`src/rtl/execute_cycle_pkg.sv`:
```
// Shared RISC-V package: datapath widths, ALU opcodes, forwarding selects,
// the EX/MEM pipeline payload and the forwarding mux helper.
package execute_cycle_pkg;

  localparam int unsigned XLEN       = 32;
  localparam int unsigned REG_IDX_W  = 5;
  localparam int unsigned ALU_CTRL_W = 3;
  localparam int unsigned FWD_W      = 2;

  // ALU operation encodings shared with the decode unit
  typedef enum logic [ALU_CTRL_W-1:0] {
    ALU_ADD = 3'b000,
    ALU_SUB = 3'b001,
    ALU_AND = 3'b010,
    ALU_OR  = 3'b011,
    ALU_SLT = 3'b101
  } aluOpT;

  // Forwarding selects shared with the hazard unit; 2'b11 falls back to the register file
  typedef enum logic [FWD_W-1:0] {
    FWD_REG = 2'b00,
    FWD_WB  = 2'b01,
    FWD_MEM = 2'b10
  } fwdSelT;

  // EX/MEM pipeline register payload
  typedef struct packed {
    logic                 regWrite;
    logic                 memWrite;
    logic                 resultSrc;
    logic [XLEN-1:0]      aluResult;
    logic [XLEN-1:0]      writeData;
    logic [REG_IDX_W-1:0] rd;
    logic [XLEN-1:0]      pcPlus4;
  } exMemT;

  // Operand forwarding mux; any unassigned code selects the register-file value
  function automatic logic [XLEN-1:0] fwdMux(
    input logic [FWD_W-1:0] sel,
    input logic [XLEN-1:0]  regVal,
    input logic [XLEN-1:0]  wbVal,
    input logic [XLEN-1:0]  memVal
  );
    logic [XLEN-1:0] res;
    res = regVal;
    case (sel)
      FWD_WB:  res = wbVal;
      FWD_MEM: res = memVal;
      default: res = regVal;
    endcase
    return res;
  endfunction

endpackage

```
`src/rtl/execute_cycle_alu.sv`:
```
// Execute-stage ALU: add/sub (mod 2^32), and, or, signed set-less-than.
// Ports: A, B operands; ALU_Control op select; Result; Zero (Result == 0).
// Purely combinational; unassigned opcodes produce 0.
module alu
  import execute_cycle_pkg::*;
(
  input  logic [XLEN-1:0]       A,
  input  logic [XLEN-1:0]       B,
  input  logic [ALU_CTRL_W-1:0] ALU_Control,
  output logic [XLEN-1:0]       Result,
  output logic                  Zero
);

  logic sltBit;

  // Signed compare for SLT
  always_comb begin
    sltBit = ($signed(A) < $signed(B));
  end

  // Operation select; carry and overflow are intentionally dropped
  always_comb begin
    Result = '0;
    case (ALU_Control)
      ALU_ADD: Result = A + B;
      ALU_SUB: Result = A - B;
      ALU_AND: Result = A & B;
      ALU_OR:  Result = A | B;
      ALU_SLT: Result = XLEN'(sltBit);
      default: Result = '0;
    endcase
  end

  assign Zero = (Result == '0);

endmodule

```
`src/rtl/execute_cycle.sv`:
```
// RISC-V execute stage: operand forwarding, ALU, branch decision/target,
// and the EX/MEM pipeline register.
// Inputs : E-stage controls, operands RD1_E/RD2_E, Imm_Ext_E, PCE, PcPlusE,
//          RDE, forwarding selects, ResultW, StallE; clk, rst (async active-low).
// Outputs: PCSrcE/PCTargetE (combinational, not reset-gated);
//          M-stage controls/data (registered, cleared by reset).
module execute_cycle
  import execute_cycle_pkg::*;
(
  input  logic                  clk,
  input  logic                  rst,
  input  logic                  Reg_WriteE,
  input  logic                  Mem_WriteE,
  input  logic                  Result_SrcE,
  input  logic                  BranchE,
  input  logic                  ALU_SrcE,
  input  logic [ALU_CTRL_W-1:0] ALU_ControlE,
  input  logic [XLEN-1:0]       RD1_E,
  input  logic [XLEN-1:0]       RD2_E,
  input  logic [XLEN-1:0]       Imm_Ext_E,
  input  logic [XLEN-1:0]       PCE,
  input  logic [XLEN-1:0]       PcPlusE,
  input  logic [REG_IDX_W-1:0]  RDE,
  input  logic [FWD_W-1:0]      ForwardA_E,
  input  logic [FWD_W-1:0]      ForwardB_E,
  input  logic [XLEN-1:0]       ResultW,
  input  logic                  StallE,
  output logic                  PCSrcE,
  output logic [XLEN-1:0]       PCTargetE,
  output logic                  Reg_WriteM,
  output logic                  Mem_WriteM,
  output logic                  Result_SrcM,
  output logic [XLEN-1:0]       ALU_ResultM,
  output logic [XLEN-1:0]       Write_DataM,
  output logic [XLEN-1:0]       PcPlusM,
  output logic [REG_IDX_W-1:0]  RDM
);

  logic [XLEN-1:0] srcA;
  logic [XLEN-1:0] fwdB;
  logic [XLEN-1:0] srcB;
  logic [XLEN-1:0] aluResult;
  logic            aluZero;
  exMemT           exMemQ;
  exMemT           exMemD;

  // Forwarding muxes; the MEM source is the registered result from before this edge
  always_comb begin
    srcA = fwdMux(ForwardA_E, RD1_E, ResultW, exMemQ.aluResult);
    fwdB = fwdMux(ForwardB_E, RD2_E, ResultW, exMemQ.aluResult);
    srcB = ALU_SrcE ? Imm_Ext_E : fwdB;
  end

  alu uAlu (
    .A          (srcA),
    .B          (srcB),
    .ALU_Control(ALU_ControlE),
    .Result     (aluResult),
    .Zero       (aluZero)
  );

  // Branch decision (beq) and target, same cycle
  assign PCSrcE    = BranchE & aluZero;
  assign PCTargetE = PCE + Imm_Ext_E;

  // Next EX/MEM payload; stores carry forwarded B, not the immediate
  always_comb begin
    exMemD           = exMemQ;
    exMemD.regWrite  = Reg_WriteE;
    exMemD.memWrite  = Mem_WriteE;
    exMemD.resultSrc = Result_SrcE;
    exMemD.aluResult = aluResult;
    exMemD.writeData = fwdB;
    exMemD.rd        = RDE;
    exMemD.pcPlus4   = PcPlusE;
  end

  // EX/MEM register; reset discards the in-flight instruction
  always_ff @(posedge clk or negedge rst) begin
    if (!rst) begin
      exMemQ <= '0;
    end else if (!StallE) begin
      exMemQ <= exMemD;
    end
  end

  assign Reg_WriteM  = exMemQ.regWrite;
  assign Mem_WriteM  = exMemQ.memWrite;
  assign Result_SrcM = exMemQ.resultSrc;
  assign ALU_ResultM = exMemQ.aluResult;
  assign Write_DataM = exMemQ.writeData;
  assign RDM         = exMemQ.rd;
  assign PcPlusM     = exMemQ.pcPlus4;

endmodule

```
`config.mk`:
```
export PLATFORM = sky130hd
export DESIGN_NAME = execute_cycle
export DESIGN_NICKNAME = d
export VERILOG_FILES = /design/src/rtl/execute_cycle_pkg.sv /design/src/rtl/execute_cycle_alu.sv /design/src/rtl/execute_cycle.sv
export SDC_FILE = /design/constraint.sdc
export NUM_CORES = 1
export LEC_CHECK = 0
export BUFFER_PORTS_ARGS = -buffer_cell sky130_fd_sc_hd__buf_2
export CORE_MARGIN = 2
export CORE_UTILIZATION = 30
export DETAILED_ROUTE_END_ITERATION = 16
export PLACE_DENSITY = 0.47
export REMOVE_ABC_BUFFERS = 1
export SYNTH_ARGS = -nofsm -noshare
export SYNTH_HDL_FRONTEND = slang
export SYNTH_SLANG_ARGS = --single-unit
export TNS_END_PERCENT = 100
```
`constraint.sdc`:
```
create_clock -name clk -period 8.2 [get_ports clk]
set_input_delay 0.82 -clock clk [delete_from_list [all_inputs] [get_ports clk]]
set_output_delay 0.82 -clock clk [all_outputs]
set_load 0.01 [all_outputs]
```
==> impl_metrics.env <==
export IMPL_synthArstFlopShare_pct=100
export IMPL_cts_buffers_inserted=9
export IMPL_first_pass_iters=7
export IMPL_ant_nets=0
export IMPL_worst_pin_slew_ps=972
export IMPL_peakVddDrop_uv=116
export IMPL_antenna_found_initial=9
export IMPL_required_ps=7380
export IMPL_port_buffers=348
export IMPL_cp_end_kind="output port"
export IMPL_core_mm2=0.0395
export IMPL_yosysTopAreaCell="dfrtp_1"
export IMPL_rsz0062_at_grt="no"
export IMPL_ys_top_cells_by_area="dfrtp_1, ha_1, o21ai_0"
export IMPL_first_iter_violations=1091
export IMPL_hold_class="in2async"
export IMPL_slew_viol_final=0
export IMPL_post_cts_repair_setup_buffers=0
export IMPL_dp_cells=2356
export IMPL_status="finished clean"
export IMPL_routed_wl_mm=52.7
export IMPL_grt_pass1_wl_mm=78.0
export IMPL_yosysUniqueCellTypes=82
export IMPL_cap_violations=0
export IMPL_critical_path_top_delay_family="compound AO/OA/AOI/OAI gates"
export IMPL_slew_headroom_pct=35.2
export IMPL_track_usage_pct=24.8
export IMPL_cp_cell_sequence="buf_2 > inv_1 > ha_2 > buf_4 > nor2_1 > a21oi_1 > o21ai_0 > ha_1 > inv_2 > a2111oi_2 > a2111oi_0 > a31oi_1 > nand2_1 > a221o_1 > a21oi_1 > o211ai_1 > or4_1 > nor4_2 > nand4_1 > nor4_1 > buf_2"
export IMPL_cts_tree="done"
export IMPL_fin_worst_skew_ps=6.35
export IMPL_syn_area_per_cell_um2=7.71
export IMPL_wire_per_inst_um=22.2
export IMPL_via_per_inst=5.44
export IMPL_power_density_mw_per_mm2=174
export IMPL_clk_latency_ps=380
export IMPL_initial_core_util_pct=30.2
export IMPL_finalHoldViolations=0
export IMPL_period_minus_slack_ps=7440
export IMPL_ctsResizeCount=0
export IMPL_fillers=4311
export IMPL_clk_path_buf_depth=2
export IMPL_place_gp_congestion=0.952
export IMPL_io_pins=349
export IMPL_period_share_pct=90.7
export IMPL_grt_max_degree=88
export IMPL_fp_dieH_um=203
export IMPL_crit_buf_inv=5
export IMPL_die_area_mm2=0.0414
export IMPL_synth_top_cell_area_share_pct=21.8
export IMPL_setup_viol=0
export IMPL_drive_gt1_share_pct=25.3
export IMPL_final_cells=2375
export IMPL_path_max_fanout=34
export IMPL_synth_ff_type="dfrtp_1"
export IMPL_cts_hold_buffers=0
export IMPL_crit_path_max_incr_delay_ps=720
export IMPL_p_leak_nw=6.84
export IMPL_drc_errors=0
export IMPL_overflow=0
export IMPL_die_w_um=203
export IMPL_htreeDepth=3
export IMPL_max_freq_ghz=0.134
export IMPL_clk_pin_slew_ps=80
export IMPL_crit_arrival_ps=6620
export IMPL_cts_sinks=104
export IMPL_start_kind="input pin"
export IMPL_synthesis_area_mm2=0.0119
export IMPL_synthToLayoutAreaGrowth_pct=21.5
export IMPL_cp_slowest_cell="ha_2"
export IMPL_place_hpwl_mm=42.3
export IMPL_setup_tns_ps=0
export IMPL_yosysSeqAreaShare_pct=21.8
export IMPL_synth_cells=1547
export IMPL_ys_ff_latch=104
export IMPL_fin_nets=2201
export IMPL_rows=73
export IMPL_cts_root_buffer="clkbuf_16"
export IMPL_critical_path_class="in2out"
export IMPL_synth_warnings=0
export IMPL_synth_edf_count=0
export IMPL_grt_pass1_vias=12500
export IMPL_vias=12900
sequential cells by signal, indices dropped and copies added (netlist names):
| signal | cells |
|---|---|
| Result_SrcM | 1 |
| Write_DataM | 32 |
| Reg_WriteM | 1 |
| ALU_ResultM | 32 |
| RDM | 5 |
| PcPlusM | 32 |
| Mem_WriteM | 1 |
kinds of logic (layout without fill, tap and decap cells):
logic type / after synthesis / count (layout) / synth area share [%]
AO/OA/AOI/OAI: 551 / 551 / 29.7
adder cells (fa/ha/maj): 147 / 147 / 15.6
XOR/XNOR: 45 / 45 / 3.30
multiplexers: 69 / 69 / 6.46
other: 0 / 3 / 0
AND/OR/NAND/NOR: 415 / 415 / 15.8
buffers and inverters: 216 / 516 / 7.22
flip-flops: 104 / 104 / 21.8
report_power, final:
group / switching, mW / total [mW] / internal, mW
registers: 0.0816 / 0.673 / 0.591
clock network: 0.236 / 0.518 / 0.282
logic: 0.829 / 1.34 / 0.506
total: 1.15 / 2.53 / 1.38
per-layer routing:
| metal | track usage [%] | vias up | routed length (um) |
|---|---|---|---|
| li1 | - | 6151 | - |
| met1 | 33.4 | 6179 | 23600 |
| met2 | 39.8 | 491 | 24100 |
| met3 | 5.08 | 77 | 3560 |
| met4 | 7.53 | 12 | 1370 |
| met5 | 0 | - | 75 |
path summary, 6_finish.rpt:
check                           startpoint         endpoint  slack [ps]  depth (start not counted)
setup / recovery             ForwardB_E[0]           PCSrcE         760                         21
max in group asynchronous              rst  ALU_ResultM[28]        6390                          2
hold / removal                         rst      PcPlusM[19]         440                          1
setup reg to reg            ALU_ResultM[0]  ALU_ResultM[26]        3080                         18
min in group clk           Write_DataM[27]  Write_DataM[27]         490                          2
hold reg to reg            Write_DataM[27]  Write_DataM[27]         490                          2
through the flow:
stage                     hold WS (ps)  utilization [%]  total power, mW  cell area [um2]  setup slack, ps
after floorplan                    514                -             1.46            11500             1580
after global placement             467             35.9             2.01            14100              739
after detailed placement           469             35.9             2.00            14100              725
after CTS                          462             36.7             2.53            14500              717
after global routing               492             36.7             2.69            14500              336
final                              442             36.7             2.53            14500              759
cell type report:
class | count | area (um2) | area share [%]
antenna | 3 | 7.51 | 0.0518
clock buffer | 10 | 239 | 1.65
clock inverter | 6 | 97.6 | 0.673
inverter | 125 | 469 | 3.24
multi-input combinational | 1227 | 8470 | 58.5
sequential | 104 | 2600 | 18.0
tap | 525 | 657 | 4.53
timing repair buffer | 375 | 1950 | 13.4
Yosys cell counts (all sizes together) (4+ instances only):
cell type	number
a2111oi	8
o211ai	13
nor3	21
nor2	118
nand4b	4
o311ai	7
nand2b	17
a211o	5
a21o	18
nor4	11
or3	10
xnor2	35
a22oi	68
nor2b	14
nand3	16
a211oi	24
o21a	19
buf	23
xor2	10
nand2	165
o32ai	4
or4	6
a31oi	15
nor4b	4
mux2	54
a221o	7
inv	125
o21bai	10
dfrtp	104
nand4	8
o221ai	8
o31ai	7
and3	11
mux2i	14
o21ai	175
a21oi	122
clkbuf	68
ha	144
o31a	4
o22ai	6
cells in the final DEF (no fill, tap or decap), drive strengths merged, types with 11 or more instances in the layout:
cell    count
buf       375
o21ai     175
nand2     165
ha        144
inv       128
a21oi     122
nor2      118
dfrtp     104
a22oi      68
mux2       54
xnor2      35
a211oi     24
nor3       21
o21a       19
a21o       18
nand2b     17
nand3      16
a31oi      15
mux2i      14
nor2b      14
o211ai     13
and3       11
nor4       11
No activity file was read; power rests on OpenSTA's default activity.
